--- src/rtl/uart_rx_sequencer.sv ---
// rtl/uart_rx_sequencer.sv - oversampled UART receive sequencer with valid/ready character output
module uart_rx_sequencer #(
    parameter int OVERSAMPLE = 16,
    parameter int DATA_BITS  = 8
) (
    input  logic                 clk,
    input  logic                 rst,
    input  logic                 rx_en,
    input  logic                 sample_tick,
    input  logic                 rx_in,
    output logic                 shift_en,
    output logic [DATA_BITS-1:0] rx_data,
    output logic                 rx_valid,
    input  logic                 rx_ready,
    output logic                 frame_err,
    output logic                 overrun,
    output logic                 busy
);

    localparam int SW = $clog2(OVERSAMPLE);
    localparam int BW = $clog2(DATA_BITS);
    localparam logic [SW-1:0] HALF_LAST = SW'(OVERSAMPLE / 2 - 1);
    localparam logic [SW-1:0] FULL_LAST = SW'(OVERSAMPLE - 1);
    localparam logic [BW-1:0] LAST_BIT  = BW'(DATA_BITS - 1);

    typedef enum logic [2:0] {
        S_IDLE,
        S_START,
        S_DATA,
        S_STOP,
        S_BREAK
    } state_t;

    state_t               state, state_n;
    logic [SW-1:0]        sample_cnt, sample_cnt_n;
    logic [BW-1:0]        bit_cnt, bit_cnt_n;
    logic [DATA_BITS-1:0] shift_reg, shift_reg_n;
    logic [DATA_BITS-1:0] rx_data_n;
    logic                 rx_valid_n, shift_en_n, frame_err_n, overrun_n;

    always_ff @(posedge clk or posedge rst) begin
        if (rst) begin
            state      <= S_IDLE;
            sample_cnt <= '0;
            bit_cnt    <= '0;
            shift_reg  <= '0;
            rx_data    <= '0;
            rx_valid   <= 1'b0;
            shift_en   <= 1'b0;
            frame_err  <= 1'b0;
            overrun    <= 1'b0;
        end else begin
            state      <= state_n;
            sample_cnt <= sample_cnt_n;
            bit_cnt    <= bit_cnt_n;
            shift_reg  <= shift_reg_n;
            rx_data    <= rx_data_n;
            rx_valid   <= rx_valid_n;
            shift_en   <= shift_en_n;
            frame_err  <= frame_err_n;
            overrun    <= overrun_n;
        end
    end

    always_comb begin
        state_n      = state;
        sample_cnt_n = sample_cnt;
        bit_cnt_n    = bit_cnt;
        shift_reg_n  = shift_reg;
        rx_data_n    = rx_data;
        rx_valid_n   = rx_valid;
        shift_en_n   = 1'b0;
        frame_err_n  = 1'b0;
        overrun_n    = 1'b0;

        // A load in the same cycle overrides this clear further down.
        if (rx_valid && rx_ready) begin
            rx_valid_n = 1'b0;
        end

        if (!rx_en) begin
            state_n = S_IDLE;
        end else if (sample_tick) begin
            case (state)
                S_IDLE: begin
                    if (!rx_in) begin
                        state_n      = S_START;
                        sample_cnt_n = '0;
                    end
                end
                S_START: begin
                    if (sample_cnt == HALF_LAST) begin
                        if (!rx_in) begin
                            state_n      = S_DATA;
                            sample_cnt_n = '0;
                            bit_cnt_n    = '0;
                        end else begin
                            state_n = S_IDLE;
                        end
                    end else begin
                        sample_cnt_n = sample_cnt + 1'b1;
                    end
                end
                S_DATA: begin
                    sample_cnt_n = sample_cnt + 1'b1;
                    if (sample_cnt == FULL_LAST) begin
                        shift_reg_n = {rx_in, shift_reg[DATA_BITS-1:1]};
                        shift_en_n  = 1'b1;
                        if (bit_cnt == LAST_BIT) begin
                            state_n = S_STOP;
                        end else begin
                            bit_cnt_n = bit_cnt + 1'b1;
                        end
                    end
                end
                S_STOP: begin
                    sample_cnt_n = sample_cnt + 1'b1;
                    if (sample_cnt == FULL_LAST) begin
                        if (rx_in) begin
                            state_n = S_IDLE;
                            if (!rx_valid || rx_ready) begin
                                rx_data_n  = shift_reg;
                                rx_valid_n = 1'b1;
                            end else begin
                                overrun_n = 1'b1;
                            end
                        end else begin
                            frame_err_n = 1'b1;
                            state_n     = S_BREAK;
                        end
                    end
                end
                S_BREAK: begin
                    if (rx_in) begin
                        state_n = S_IDLE;
                    end
                end
                default: state_n = S_IDLE;
            endcase
        end
    end

    assign busy = (state != S_IDLE);

endmodule

--- config.mk ---
export PLATFORM = sky130hd
export DESIGN_NAME = uart_rx_sequencer
export DESIGN_NICKNAME = d
export VERILOG_FILES = /design/src/rtl/uart_rx_sequencer.sv
export SDC_FILE = /design/constraint.sdc
export NUM_CORES = 1
export LEC_CHECK = 0
export BUFFER_PORTS_ARGS = -buffer_cell sky130_fd_sc_hd__buf_4
export CAP_MARGIN = 20
export CELL_PAD_IN_SITES_DETAIL_PLACEMENT = 0
export CELL_PAD_IN_SITES_GLOBAL_PLACEMENT = 1
export CORE_MARGIN = 1.5
export CORE_UTILIZATION = 45
export DETAILED_ROUTE_END_ITERATION = 12
export PLACE_DENSITY = 0.85
export SLEW_MARGIN = 20
export SYNTH_ARGS = -nofsm -noshare
export SYNTH_HDL_FRONTEND = slang
export SYNTH_SLANG_ARGS = --single-unit
--- constraint.sdc ---
create_clock -name clk -period 1.7 [get_ports clk]
set_input_delay 0.17 -clock clk [delete_from_list [all_inputs] [get_ports clk]]
set_output_delay 0.17 -clock clk [all_outputs]
set_load 0.005 [all_outputs]
==> impl_metrics.toml <==
[placement]
place_hpwl_um = 1870
gp_congestion = 0.854
io_buffers = 18

[critical_path]
arrival_ps = 1850
end_kind = "flop"
reg2reg_from = "state[1]"
cp_max_fo = 5
start_kind = "flop"
critPathSlowestCell = "dfrtp_2"
cpPeakStageDelay_ps = 450
cp-startpoint = "state[1]"
worstPathRequired_ps = 1920
path_class = "reg -> reg"
crit_path_cell_trace = "buf_4 -> xnor2_1 -> a311oi_2 -> nor3_2 -> mux2_1"
reg2regPathDepth = 5

[timing]
clock-skew-final_ps = 9.32
clock.fmax_mhz = 612
drv_slew = 0
fin_crit_sh = 0.961
worst_pin_slew_ps = 385
relSlewSlack = 0.743
setup_viol = 0
finalCriticalPeriod_ps = 1630
finalHoldViolations = 0
final.setup.tns_ps = 0
rsz0062_at_grt = "false"

[clock_network]
cts_sinks = 30
root_buffer = "clkbuf_4"
cts.path.max_buffers = 2
cts_buffers = 5
cts_tree = "yes"
htree_levels = 2
clk_latency_ps = 320
clk_pin_slew_ps = 100

[detailed_routing]
wl_um = 2640
via_per_inst = 5.39
first_pass_iters = 4
drc_errors = 0
dr.first_iter.drc_count = 37
num_vias = 1018
antenna_left = 0
wl_per_cell_um = 14.0

[yosys]
synth_common_cells = "dfrtp_1, mux2_1, mux2_4"
synth.top_cell.area_share = 0.507
synth_edf_count = 0
yosys_register_bits = 30
synth_flop_cell = "dfrtp_1"
synth.most_common_cell = "dfrtp_1"
ys_seq_area_frac = 0.507
synthCells = 116
synth.distinct_cells = 39
synthTopCellsByArea = "dfrtp_1, mux2_4, mux2_1"
synth_area_per_cell_um2 = 12.8
synth_area_leader_cell = "dfrtp_1"
syn-num-nets = 125
synth-warning-count = 0
async_flop_share = 1.00
synth_area_um2 = 1480

[die]
die_w_um = 60.4
initial_core_util = 0.481
row_count = 20
fp.dieH_um = 60.4
core_area_um2 = 3080
pin_count = 19
die_area_um2 = 3640

[power_and_ir_drop]
vdd_drop_max_uv = 577
p_leak_nw = 0.888
p_per_area_nw_per_um2 = 815
total_power_mw = 1.45

[final_layout]
drive_gt1_frac = 0.386
diodes = 0
synthToLayoutAreaGrowth_pct = 20.5
final_nets = 153

[grt]
overflow = 0
grt_max_degree = 31
grt_pass1_wl_um = 4140
track_usage = 0.157
antenna_found_initial = 0
grt_pass1_vias = 894

[hold_path]
hold_path.class = "in -> reg"
hold_depth = 2
worstHoldStart = "rx_in"

[job]
max-cap-violations = 0

[outcome]
status = "finished, final reports clean"
[metrics by stage]
step / instances / util / hold slack [ps] / area [um^2] / setup WS, ps
global route: 189 / 0.579 / 106 / 1780 / 19.7
global placement: 179 / 0.545 / 266 / 1680 / 78.1
finish: 189 / 0.579 / 138 / 1780 / 67.1
CTS: 189 / 0.572 / 115 / 1760 / 4.49
detailed placement: 179 / 0.545 / 274 / 1680 / 59.9
floorplan: 116 / - / 261 / 1480 / 124
[power by group]
group / switching [mW] / total, mW / internal (mW)
Combinational: 0.0977 / 0.190 / 0.0920
Sequential: 0.0558 / 0.817 / 0.761
Clock: 0.247 / 0.446 / 0.199
[worst max-delay path: cells and delay by family, from the launching register on]
family / cells / cell delay [ps]
buffers and inverters: 1 / 140
xor gates and xnor gates: 1 / 120
muxes: 1 / 310
and+or+nand+nor: 1 / 100
AOI/OAI and AO/OA: 1 / 390
DFF: 1 / 450
[layout by cell type (no fill, tap or decap), types with 2 or more instances in the layout]
cell / count
a21o_1: 2
a21oi_1: 2
a22o_1: 2
buf_4: 21
buf_6: 3
clkbuf_4: 5
dfrtp_1: 28
dfrtp_2: 2
ha_1: 2
inv_1: 6
mux2_1: 9
mux2_4: 8
mux2i_1: 3
nand2_1: 4
nand3_1: 4
nand3b_1: 3
nor2_1: 6
nor2_4: 2
nor3_1: 3
o21ai_0: 2
o31ai_1: 3
[cells by family (layout without fill, tap and decap cells)]
kind of cell	count (synthesis)	in the layout	synth area share
and+or+nand+nor	34	34	0.161
DFF	30	30	0.507
muxes	21	21	0.178
xor gates and xnor gates	2	2	0.0118
adders and majority gates	3	3	0.0254
AOI/OAI and AO/OA	16	16	0.0803
buffers and inverters	10	39	0.0363
[cell type report]
class | count | area, um^2
fill | 257 | 1290
sequential | 30 | 753
multi-input combinational | 76 | 687
timing repair buffer | 25 | 201
tap | 44 | 55.1
clock buffer | 6 | 51.3
inverter | 6 | 22.5
clock inverter | 2 | 12.5
[worst paths after layout]
path | end | slack (ps)
max | bit_cnt[0] | 70
min | frame_err | 140
max reg2reg | bit_cnt[0] | 70
min reg2reg | shift_reg[0] | 510
max in group asynchronous | state[1] | 930
min in group asynchronous | bit_cnt[2] | 470
[routing by layer]
layer  GRT usage  vias up  part of all wire
li1            -      478                 -
met1       0.196      509              0.46
met2       0.252       27              0.48
met3      0.0576        4             0.053
met4      0.0571        0            0.0079
met5           0        -                 0
[repair_timing]
action	in CTS	in global routing
setup endpoints to repair	1	11
hold buffers	1	0
setup buffers	1	0
endpoints found under the hold margin	30	0
gates resized for setup	1	7
pin swaps	0	1
(Power assumes the default switching activity.)
